[src/rtl/imm_extend_unit.sv]
// Immediate-extension stage between decode and execute: widens an IN_W-bit immediate
// in one of four modes and buffers {result, tag, mode} in a DEPTH-entry output FIFO.
module imm_extend_unit #(
    parameter int IN_W  = 16,
    parameter int OUT_W = 32,
    parameter int DEPTH = 2,
    parameter int TAG_W = 5
) (
    input  logic                         clock,
    input  logic                         reset,
    input  logic                         in_valid,
    output logic                         in_ready,
    input  logic [1:0]                   in_mode,
    input  logic [IN_W-1:0]              in_imm,
    input  logic [TAG_W-1:0]             in_tag,
    output logic                         out_valid,
    input  logic                         out_ready,
    output logic [OUT_W-1:0]             out_data,
    output logic [TAG_W-1:0]             out_tag,
    output logic [1:0]                   out_mode,
    output logic [$clog2(DEPTH+1)-1:0]   count
);

    localparam int K     = OUT_W - IN_W;
    localparam int PTR_W = $clog2(DEPTH);
    localparam int CNT_W = $clog2(DEPTH + 1);

    typedef enum logic [1:0] {
        MODE_ZERO   = 2'b00,
        MODE_SIGN   = 2'b01,
        MODE_UPPER  = 2'b10,
        MODE_BRANCH = 2'b11
    } mode_e;

    typedef struct packed {
        logic [OUT_W-1:0] data;
        logic [TAG_W-1:0] tag;
        logic [1:0]       mode;
    } entry_t;

    entry_t           mem [DEPTH];
    logic [PTR_W-1:0] wr_ptr;
    logic [PTR_W-1:0] rd_ptr;
    logic             active;
    logic [OUT_W-1:0] sext;
    logic [OUT_W-1:0] ext_data;
    logic             push;
    logic             pop;

    // NOTE: every signal assigned in always_comb gets a default first, so no latch is inferred.
    always_comb begin
        sext     = {{K{in_imm[IN_W-1]}}, in_imm};
        ext_data = '0;
        unique case (mode_e'(in_mode))
            MODE_ZERO:   ext_data = {{K{1'b0}}, in_imm};
            MODE_SIGN:   ext_data = sext;
            MODE_UPPER:  ext_data = {in_imm, {K{1'b0}}};
            MODE_BRANCH: ext_data = {sext[OUT_W-3:0], 2'b00};
            default:     ext_data = '0;
        endcase
    end

    // active holds in_ready low through reset and the first edge after release.
    assign in_ready  = active && (count < CNT_W'(DEPTH));
    assign out_valid = (count != '0);
    assign push      = in_valid && in_ready;
    assign pop       = out_valid && out_ready;

    // NOTE: sequential state uses non-blocking assignments so all flops update from pre-edge values.
    always_ff @(posedge clock or negedge reset) begin
        if (!reset) begin
            wr_ptr <= '0;
            rd_ptr <= '0;
            count  <= '0;
            active <= 1'b0;
        end else begin
            active <= 1'b1;
            if (push) wr_ptr <= wr_ptr + PTR_W'(1);
            if (pop)  rd_ptr <= rd_ptr + PTR_W'(1);
            unique case ({push, pop})
                2'b10:   count <= count + CNT_W'(1);
                2'b01:   count <= count - CNT_W'(1);
                default: count <= count;
            endcase
        end
    end

    // NOTE: the storage array is cleared on reset so the head reads zero and no stale entry survives.
    always_ff @(posedge clock or negedge reset) begin
        if (!reset) begin
            for (int i = 0; i < DEPTH; i++) mem[i] <= '0;
        end else if (push) begin
            mem[wr_ptr] <= '{data: ext_data, tag: in_tag, mode: in_mode};
        end
    end

    assign out_data = mem[rd_ptr].data;
    assign out_tag  = mem[rd_ptr].tag;
    assign out_mode = mem[rd_ptr].mode;

endmodule

[config.mk]
export PLATFORM = sky130hd
export DESIGN_NAME = imm_extend_unit
export DESIGN_NICKNAME = d
export VERILOG_FILES = /design/src/rtl/imm_extend_unit.sv
export SDC_FILE = /design/constraint.sdc
export NUM_CORES = 1
export LEC_CHECK = 0
export CAP_MARGIN = 25
export CORE_ASPECT_RATIO = 1.25
export CORE_MARGIN = 2
export CORE_UTILIZATION = 47
export CTS_CLUSTER_DIAMETER = 120
export DETAILED_ROUTE_END_ITERATION = 12
export HOLD_SLACK_MARGIN = 0.12
export MAX_ROUTING_LAYER = met4
export PLACE_DENSITY = 0.84
export SLEW_MARGIN = 5
export SYNTH_ARGS = -nofsm -noshare
export SYNTH_HDL_FRONTEND = slang
export SYNTH_SLANG_ARGS = --single-unit
[constraint.sdc]
create_clock -name clock -period 1.6 [get_ports clock]
set_input_delay 0.32 -clock clock [delete_from_list [all_inputs] [get_ports clock]]
set_output_delay 0.32 -clock clock [all_outputs]
set_load 0.01 [all_outputs]
==> results.py, run 1 <==
metrics = {
    "routing": {
        "drcViolationCount": 0,
        "vias": 3109,
        "drt-total-wl_mm": 10.12,
        "routed_via_density": 5.582,
        "wl_per_cell_um": 18.16,
        "drt-initial-drc-count": 286,
        "first_pass_iters": 5,
        "ant_nets": 0,
    },
    "setup_path": {
        "end_kind": "primary output",
        "crit_chain": "buf_4 > buf_4 > buf_8 > mux2_4 > buf_6",
        "worstPathRequired_ns": 1.28,
        "path_class": "flop to primary output",
        "cp_max_fo": 5,
        "start_kind": "flop",
        "reg2reg_to": "mem[58]",
        "crit_slowest_cell": "dfrtp_2",
        "r2r-start": "count[1]",
        "critPathMostFrequentCell": "buf_4",
        "cp.arrival_ns": 1.62,
        "r2r_cells": 5,
        "reg2reg_slack_ns": 0.10,
        "max_stage_delay_ns": 0.42,
    },
    "sta": {
        "finalSetupTns_ns": -10.04,
        "tightestPinTransition_ns": 0.5485,
        "fmaxAchievable_ghz": 0.5164,
        "slew_headroom": 0.6327,
        "setup_viol": 39,
        "setup_slack_ns": -0.3365,
        "final_max_slew_viol_count": 0,
        "finClkSkew_ns": 0.007404,
        "layout_min_cycle_time_ns": 1.936,
        "min_period_over_period": 1.210,
        "hold_viol_final": 0,
        "rsz0062_at_grt": "true",
    },
    "pwr": {
        "peakVddDrop_mv": 1.317,
        "power_mw": 11.03,
        "p_sw_frac": 0.3240,
        "internal-power_mw": 7.456,
        "comb_power_share": 0.495,
        "leakagePower_nw": 2.497,
        "pwr-share-seq": 0.332,
        "p_clk_frac": 0.173,
        "powerDensity_nw_per_um2": 2094,
        "p_switching_mw": 3.574,
    },
    "grt": {
        "grt_pass1_vias": 3277,
        "grt.met2_usage": 0.4010,
        "track_usage": 0.2479,
        "grt_pass1_wl_mm": 16.58,
        "grt-ovfl-total": 0,
        "use_met1": 0.2987,
        "busiest_layer": "met2",
        "use_met3": 0.05766,
        "antenna_found_initial": 0,
        "grt_max_degree": 39,
    },
    "floorplan": {
        "die_x_um": 84.74,
        "initial_core_util": 0.4887,
        "placementRows": 36,
        "die_area_sq_um": 8891,
        "io_pins": 70,
        "core-area_sq_um": 7838,
        "die_y_um": 104.9,
    },
    "worst_hold_path": {
        "hold_class": "input pin to asynchronous set/reset pin",
    },
    "cells_and_area": {
        "stdcell_area_sq_um": 5266,
        "num_antenna_cells": 0,
        "drive_gt1_frac": 0.3139,
        "final_cells": 557,
        "n_fill_cell": 563,
        "fin_nets": 485,
        "syn_to_final_growth_pct": 37.50,
    },
    "cts": {
        "cts_tree": "done",
        "cts.reportedPaths.clkPinSlew_ns": 0.08,
        "worstSkewPairLatency_ns": 0.36,
        "clockRootBuffer": "clkbuf_8",
        "cts.sinks": 83,
        "clk_path_buf_depth": 2,
        "htree_num_levels": 3,
        "cts_inserted_buffers": 9,
    },
    "logic_synthesis": {
        "yosysMostFrequentCell": "nand2_1",
        "synth_top_family_by_area": "multiplexers",
        "yosysTopAreaCellShare": 0.5423,
        "async_reset_ff_frac": 1.000,
        "netlist-cell-type-count": 29,
        "synth_compound_area_frac": 0.1248,
        "synth-seq-area-share": 0.5423,
        "yosys_warnings": 0,
        "synthAdderAreaFrac": 0.003267,
        "yosys.area_share.simple": 0.1398,
        "synth-xor-area-share": 0.009147,
        "synth_ff_type": "dfrtp_1",
        "syn_area_per_cell_sq_um": 10.32,
        "yosys-top-cells-area": "dfrtp_1 54%, mux2_2 12%, nand2_1 8.4%, o21ai_0 6.9%, a21oi_1 3.8%",
        "syn_nets": 399,
        "synth.top_cells.by_count": "86 x nand2_1, 83 x dfrtp_1, 53 x o21ai_0",
        "synthCells": 371,
        "syn_area_sq_um": 3830,
        "post-synth-top-area-cell": "dfrtp_1",
        "ys_seq_elements": 83,
        "muxShareOfSynthArea": 0.1437,
        "synth_edf_count": 0,
    },
    "flow_run": {
        "cap_violations": 0,
    },
    "place": {
        "finalWeightedCongestion": 0.9338,
        "place_ws_ns": -0.2013,
        "io_buffer_count": 69,
        "dp_hpwl_mm": 6.636,
        "postPlaceCellArea_sq_um": 4741,
        "dp_cells": 530,
    },
    "outcome": {
        "violations": "negative setup slack",
        "status": "complete, but fails checks",
    },
}
==> sequential cells by signal, summed over array words and instances, names as in the netlist <==
| register | cells |
|---|---|
| wr_ptr | 1 |
| mem | 78 |
| active | 1 |
| rd_ptr | 1 |
| count | 2 |
==> metrics by stage <==
step             util  hold WS, ns
2_1_floorplan       -      0.02441
4_1_cts        0.6723       0.4365
5_1_grt        0.6719       0.4632
3_5_place_dp   0.6049       0.2896
6_report       0.6719       0.4301
3_3_place_gp   0.6049       0.2769
==> cell usage in the layout (no fill, tap or decap), types with 12 or more instances in the layout <==
master,synthesis,final
buf_4,4,19
nand2_1,86,86
a21oi_1,29,29
dfrtp_1,83,81
nor2b_1,12,12
mux2_2,40,36
buf_6,1,42
clkbuf_8,0,12
o21ai_0,53,53
clkdlybuf4s50_1,0,25
==> power by group through the flow <==
| stage | logic (mW) | registers, mW | clock network (mW) |
|---|---|---|---|
| final | 5.46 | 3.66 | 1.91 |
| after global routing | 5.85 | 3.78 | 1.98 |
| after CTS | 5.46 | 3.65 | 1.92 |
| after detailed placement | 4.54 | 3.69 | 0 |
| after global placement | 4.39 | 3.62 | 0 |
| after floorplan | 2.46 | 3.50 | 0 |
==> worst max-delay path by stage <==
stage              endpoint  startpoint  cells past startpoint  slack (ns)
6_report       out_data[19]      rd_ptr                      5       -0.34
2_1_floorplan      count[1]    count[1]                      5        0.05
3_3_place_gp   out_data[17]      rd_ptr                      3       -0.17
4_1_cts        out_data[22]      rd_ptr                      4       -0.34
5_1_grt        out_data[19]      rd_ptr                      5       -0.36
3_5_place_dp   out_data[19]      rd_ptr                      3       -0.20
==> area by class of cell <==
| type | instances | area [sq um] | share of cell area |
|---|---|---|---|
| repair buffers | 101 | 1152 | 0.2188 |
| clock buffers | 12 | 165.2 | 0.03136 |
| flip-flops and latches | 83 | 2079 | 0.3949 |
| multi-input cells | 262 | 1655 | 0.3143 |
| well taps | 95 | 118.9 | 0.02257 |
| clock inverters | 4 | 95.09 | 0.01806 |
==> what timing repair did <==
item / in CTS / in global routing
resized for setup: 217 / 6
hold buffers: 1 / 0
buffers inserted: 8 / 1
endpoints found under the setup margin: 44 / 41
endpoints found under the hold margin: 30 / 0
pin swaps: 4 / 3
cloned: 4 / 0
==> worst max-delay path, delay by kind of cell, from the launching register on <==
kind     cells  cell delay (ns)
mux          1             0.31
flops        1             0.42
buf+inv      4             0.52
==> layer usage <==
layer,up-vias,part of all wire
li1,1427,-
met1,1525,0.39
met2,131,0.51
met3,26,0.062
met4,0,0.032
met5,-,0
==> cell families (layout without fill, tap and decap cells) <==
group	Yosys count	after routing
DFF	83	83
xor gates and xnor gates	4	4
buffers and inverters	26	117
AOI/OAI and AO/OA	94	94
muxes	47	47
other	1	1
and+or+nand+nor	115	115
adders and majority gates	1	1
Note: power is estimated with default switching activity, not from simulation.
==> inputs of run 2 (changes only) <==
--- a/config.mk
+++ b/config.mk
@@ -13,8 +13,7 @@
 export DETAILED_ROUTE_END_ITERATION = 12
 export HOLD_SLACK_MARGIN = 0.12
 export MAX_ROUTING_LAYER = met4
-export PLACE_DENSITY = 0.84
-export SLEW_MARGIN = 5
+export PLACE_DENSITY = 0.75
 export SYNTH_ARGS = -nofsm -noshare
 export SYNTH_HDL_FRONTEND = slang
 export SYNTH_SLANG_ARGS = --single-unit
==> run 2 against run 1 <==
  * The flow still finishes with violations (negative setup slack)
  * Cell count increased by 1.8%
  * Flip-flop and latch count unchanged
  * Worst hold slack improved by 0.019 ns
  * Utilization is 1.1 points higher
  * Critical path depth is 1 lower
  * Combinational power rose by 5.5%
  * Largest cell class unchanged
==> results.py, run 2 (synthesis results as in run 1) <==
metrics = {
    "cts": {
        "htree_num_levels": 3,
        "cts_inserted_buffers": 9,
        "worstSkewPairLatency_ns": 0.36,
        "clk_path_buf_depth": 2,
        "cts.sinks": 83,
        "clockRootBuffer": "clkbuf_8",
        "cts_tree": "done",
        "cts.reportedPaths.clkPinSlew_ns": 0.08,
    },
    "sta": {
        "setup_viol": 39,
        "finClkSkew_ns": 0.009010,
        "tightestPinTransition_ns": 0.5207,
        "min_period_over_period": 1.150,
        "setup_slack_ns": -0.2405,
        "rsz0062_at_grt": "true",
        "hold_viol_final": 0,
        "whs_ns": 0.4491,
        "final_max_slew_viol_count": 0,
        "finalSetupTns_ns": -8.680,
        "fmaxAchievable_ghz": 0.5433,
        "slew_headroom": 0.6513,
        "layout_min_cycle_time_ns": 1.841,
    },
    "cells_and_area": {
        "layout_common_cells": "86 x nand2_1, 81 x dfrtp_1, 52 x o21ai_0",
        "num_antenna_cells": 0,
        "n_fill_cell": 612,
        "drive_gt1_frac": 0.3326,
        "final_common_cell": "nand2_1",
        "largest_register_ffs": 78,
        "fin_nets": 495,
        "regMostFlops": "mem",
        "reg_top3": "mem (78), count (2)",
        "syn_to_final_growth_pct": 39.86,
    },
    "setup_path": {
        "start_kind": "flop",
        "max_stage_delay_ns": 0.45,
        "cp_max_fo": 8,
        "cp.arrival_ns": 1.52,
        "path_class": "flop to primary output",
        "crit_chain": "buf_12 > buf_8 > mux2_4 > buf_6",
        "worstPathRequired_ns": 1.28,
        "crit_slowest_cell": "dfrtp_2",
        "end_kind": "primary output",
    },
    "worst_hold_path": {
        "hold_class": "input pin to asynchronous set/reset pin",
    },
    "routing": {
        "routed_via_density": 5.252,
        "wl_per_cell_um": 16.65,
        "drcViolationCount": 0,
        "first_pass_iters": 4,
        "ant_nets": 0,
        "drt-initial-drc-count": 200,
        "vias": 2978,
        "drt-total-wl_mm": 9.438,
    },
    "place": {
        "finalWeightedCongestion": 0.7834,
        "dp_hpwl_mm": 6.266,
        "place_ws_ns": -0.2432,
        "io_buffer_count": 69,
    },
    "pwr": {
        "peakVddDrop_mv": 1.324,
        "leakagePower_nw": 2.576,
        "powerDensity_nw_per_um2": 2024,
    },
    "floorplan": {
        "placementRows": 36,
        "die_y_um": 104.9,
        "die_x_um": 84.74,
        "io_pins": 70,
        "core-area_sq_um": 7838,
        "die_area_sq_um": 8891,
        "initial_core_util": 0.4887,
    },
    "grt": {
        "grt_pass1_vias": 3013,
        "grt_max_degree": 72,
        "antenna_found_initial": 0,
        "grt_pass1_wl_mm": 15.05,
        "track_usage": 0.2238,
        "grt-ovfl-total": 0,
    },
    "flow_run": {
        "cap_violations": 0,
    },
    "outcome": {
        "violations": "negative setup slack",
        "status": "complete, but fails checks",
    },
}
## run 2: stage by stage
stage                     power [mW]  std cells    util  area, sq um
after floorplan                5.966        371       -         3834
after global placement         8.040        534  0.6087         4771
after detailed placement       8.192        534  0.6087         4771
after CTS                      10.51        566  0.6679         5235
after global routing           11.54        567  0.6834         5356
final                          10.84        567  0.6834         5356
## run 2: routing by layer
metal / GRT usage / vias up / wire length, um
met5: - / - / 0
met4: 0.09410 / 0 / 252
met3: 0.03949 / 18 / 551
met2: 0.3453 / 97 / 4573
met1: 0.2925 / 1422 / 4061
li1: - / 1441 / -
## run 2: critical path: cells and delay by family, from the launching register on
kind | cells | cell delay, ns
flops | 1 | 0.45
buf+inv | 3 | 0.41
mux | 1 | 0.31
## run 2: power by group
| part | internal (mW) | total, mW | switching [mW] |
|---|---|---|---|
| Combinational | 3.51 | 5.76 | 2.25 |
| Clock | 0.616 | 1.41 | 0.790 |
| Sequential | 3.09 | 3.67 | 0.583 |
## run 2: area by class of cell
type                            instances  area, sq um  area share
Multi-Input combinational cell        262         1758      0.3282
Sequential cell                        83         2079      0.3882
Clock buffer                           10        137.6     0.02569
Timing Repair Buffer                  111         1215      0.2268
Tap cell                               95        118.9     0.02219
Clock inverter                          6        47.55    0.008876
## run 2: path summary, 6_finish.rpt
kind | startpoint | end | slack [ns] | cells past startpoint
min in group clock | mem[48] | mem[48] | 0.48 | 2
max in group asynchronous | reset | mem[28] | 0.60 | 3
hold / removal | reset | mem[38] | 0.45 | 2
setup / recovery | rd_ptr | out_data[29] | -0.24 | 4
hold reg to reg | mem[48] | mem[48] | 0.48 | 2
setup reg to reg | count[1] | mem[66] | 0.04 | 6
## run 2: repair_timing
action                                 in CTS  in global routing
pin swaps                                   2                  1
hold buffers                                1                  0
setup buffers                              13                  1
gates cloned                                2                  0
resized for setup                         230                 27
endpoints found under the hold margin      25                  0
setup endpoints to repair                  44                 44
==> inputs of run 3 (changes only) <==
--- a/config.mk
+++ b/config.mk
@@ -8,12 +8,13 @@
 export CAP_MARGIN = 25
 export CORE_ASPECT_RATIO = 1.25
 export CORE_MARGIN = 2
-export CORE_UTILIZATION = 47
+export CORE_UTILIZATION = 48
+export CTS_BUF_LIST = sky130_fd_sc_hd__clkbuf_8
 export CTS_CLUSTER_DIAMETER = 120
 export DETAILED_ROUTE_END_ITERATION = 12
 export HOLD_SLACK_MARGIN = 0.12
 export MAX_ROUTING_LAYER = met4
-export PLACE_DENSITY = 0.75
+export PLACE_DENSITY = 0.76
 export SYNTH_ARGS = -nofsm -noshare
 export SYNTH_HDL_FRONTEND = slang
 export SYNTH_SLANG_ARGS = --single-unit
==> run 3 against run 2 <==
  * The run still ends with negative setup slack left
  * Combinational power fell by 3.5%
  * Cell count fell by 1.6%
  * Die area fell by 2.0%
  * Maximum frequency fell by 6.7%
  * Count of clock-buffer cells in the layout did not move
  * Worst hold slack got worse by 0.064 ns
  * Critical path type unchanged
  * Largest power group unchanged
  * Highest routed layer unchanged
==> results.py, run 3 (synthesis results as in run 1) <==
metrics = {
    "outcome": {
        "status": "complete, but fails checks",
        "violations": "negative setup slack",
    },
    "place": {
        "place_ws_ns": -0.2384,
        "dp_hpwl_mm": 6.222,
        "io_buffer_count": 69,
        "finalWeightedCongestion": 0.7767,
        "postPlaceCellArea_sq_um": 4746,
        "dp_cells": 529,
    },
    "routing": {
        "first_pass_iters": 4,
        "vias": 3025,
        "drcViolationCount": 0,
        "drt-total-wl_mm": 10.09,
        "routed_via_density": 5.421,
        "ant_nets": 0,
        "wl_per_cell_um": 18.08,
        "drt-initial-drc-count": 121,
    },
    "cts": {
        "cts.reportedPaths.clkPinSlew_ns": 0.08,
        "worstSkewPairLatency_ns": 0.35,
        "clockRootBuffer": "clkbuf_8",
        "htree_num_levels": 3,
        "cts_inserted_buffers": 9,
        "cts.sinks": 83,
        "cts_tree": "done",
        "clk_path_buf_depth": 2,
    },
    "cells_and_area": {
        "syn_to_final_growth_pct": 37.37,
        "layout_common_cells": "86 x nand2_1, 81 x dfrtp_1, 53 x o21ai_0",
        "final_common_cell": "nand2_1",
        "reg_top3": "mem (78), count (2)",
        "drive_gt1_frac": 0.3175,
        "num_antenna_cells": 0,
        "final_cells": 558,
        "final_core_util": 0.6752,
        "largest_register_ffs": 78,
        "fin_nets": 486,
        "regMostFlops": "mem",
        "seq_area_sq_um": 2079,
        "n_fill_cell": 591,
        "stdcell_area_sq_um": 5261,
        "multi_input_area_sq_um": 1700,
    },
    "sta": {
        "finClkSkew_ns": 0.006409,
        "rsz0062_at_grt": "true",
        "hold_viol_final": 0,
        "final_max_slew_viol_count": 0,
        "layout_min_cycle_time_ns": 1.973,
        "min_period_over_period": 1.233,
        "setup_slack_ns": -0.3726,
        "fmaxAchievable_ghz": 0.5070,
        "whs_ns": 0.3853,
        "setup_viol": 39,
    },
    "grt": {
        "antenna_found_initial": 0,
        "track_usage": 0.2490,
        "grt-ovfl-total": 0,
        "grt_pass1_wl_mm": 16.39,
        "grt_max_degree": 39,
        "grt_pass1_vias": 3152,
    },
    "floorplan": {
        "initial_core_util": 0.4915,
        "io_pins": 70,
        "die_y_um": 103.9,
        "die_area_sq_um": 8714,
        "core-area_sq_um": 7792,
        "die_x_um": 83.90,
        "placementRows": 36,
    },
    "setup_path": {
        "start_kind": "flop",
        "cp.arrival_ns": 1.65,
        "startpoint": "rd_ptr",
        "worstPathRequired_ns": 1.28,
        "end_kind": "primary output",
        "cp_max_fo": 5,
        "r2r-start": "count[1]",
        "path_class": "flop to primary output",
    },
    "pwr": {
        "peakVddDrop_mv": 1.130,
        "powerDensity_nw_per_um2": 2033,
        "leakagePower_nw": 2.521,
    },
    "flow_run": {
        "cap_violations": 0,
    },
    "worst_hold_path": {
        "hold_class": "input pin to asynchronous set/reset pin",
    },
}
[run 3: cell types whose count changed in the layout (fill, tap and decap cells not counted), sizes merged]
| cell | delta |
|---|---|
| buf | -10 |
| clkinv | +3 |
| clkinvlp | -3 |
| bufinv | +1 |
| clkdlybuf4s15 | +1 |
| inv | -1 |
[run 3: cell type report]
class                   count  share of cell area
flip-flops and latches     83              0.3952
clock inverters             6             0.01070
well taps                  95             0.02259
repair buffers            102              0.2221
multi-input cells         262              0.3232
clock buffers              10             0.02616
[run 3: per-stage QoR]
stage	power [mW]	TNS, ns
finish	10.70	-11.03
global route	11.34	-12.18
CTS	10.74	-12.46
detailed placement	8.138	-14.76
global placement	7.994	-12.37
floorplan	5.966	0
[run 3: where the power goes]
| part | leakage, nW | total (mW) | internal [mW] | switching, mW |
|---|---|---|---|---|
| registers | 1.05 | 3.65 | 3.09 | 0.560 |
| logic | 1.37 | 5.56 | 3.29 | 2.27 |
| clock network | 0.103 | 1.49 | 0.750 | 0.739 |
| total | 2.52 | 10.7 | 7.13 | 3.57 |
[run 3: critical path: stages (launching register included)]
cell and delay (ns):
dfrtp_2 0.46, buf_12 0.14, buf_12 0.11, buf_16 0.12
mux2_2 0.35, buf_6 0.12
[run 3: path summary, 6_finish.rpt]
kind                         endpoint  slack, ns  depth (start not counted)
max                        out_tag[0]      -0.37                          5
min                           mem[35]       0.39                          2
max reg2reg                  count[1]       0.03                          6
min reg2reg                   mem[41]       0.48                          2
max in group asynchronous     mem[31]       0.70                          3
min in group clock            mem[41]       0.48                          2
[run 3: what timing repair did]
action	4_1_cts	5_1_grt
endpoints found under the setup margin	44	52
hold buffers	1	0
buffers inserted	9	0
gates cloned	6	0
pin swaps	4	1
endpoints found under the hold margin	14	0
gates resized for setup	215	13
[run 3: metal layers]
| layer | global-route usage | vias to the layer above | routed length, um | part of all wire |
|---|---|---|---|---|
| li1 | - | 1431 | - | - |
| met5 | - | - | 0 | 0 |
| met3 | 0.04206 | 31 | 550 | 0.055 |
| met1 | 0.3109 | 1470 | 4168 | 0.41 |
| met4 | 0.1244 | 0 | 411 | 0.041 |
| met2 | 0.3926 | 93 | 4956 | 0.49 |
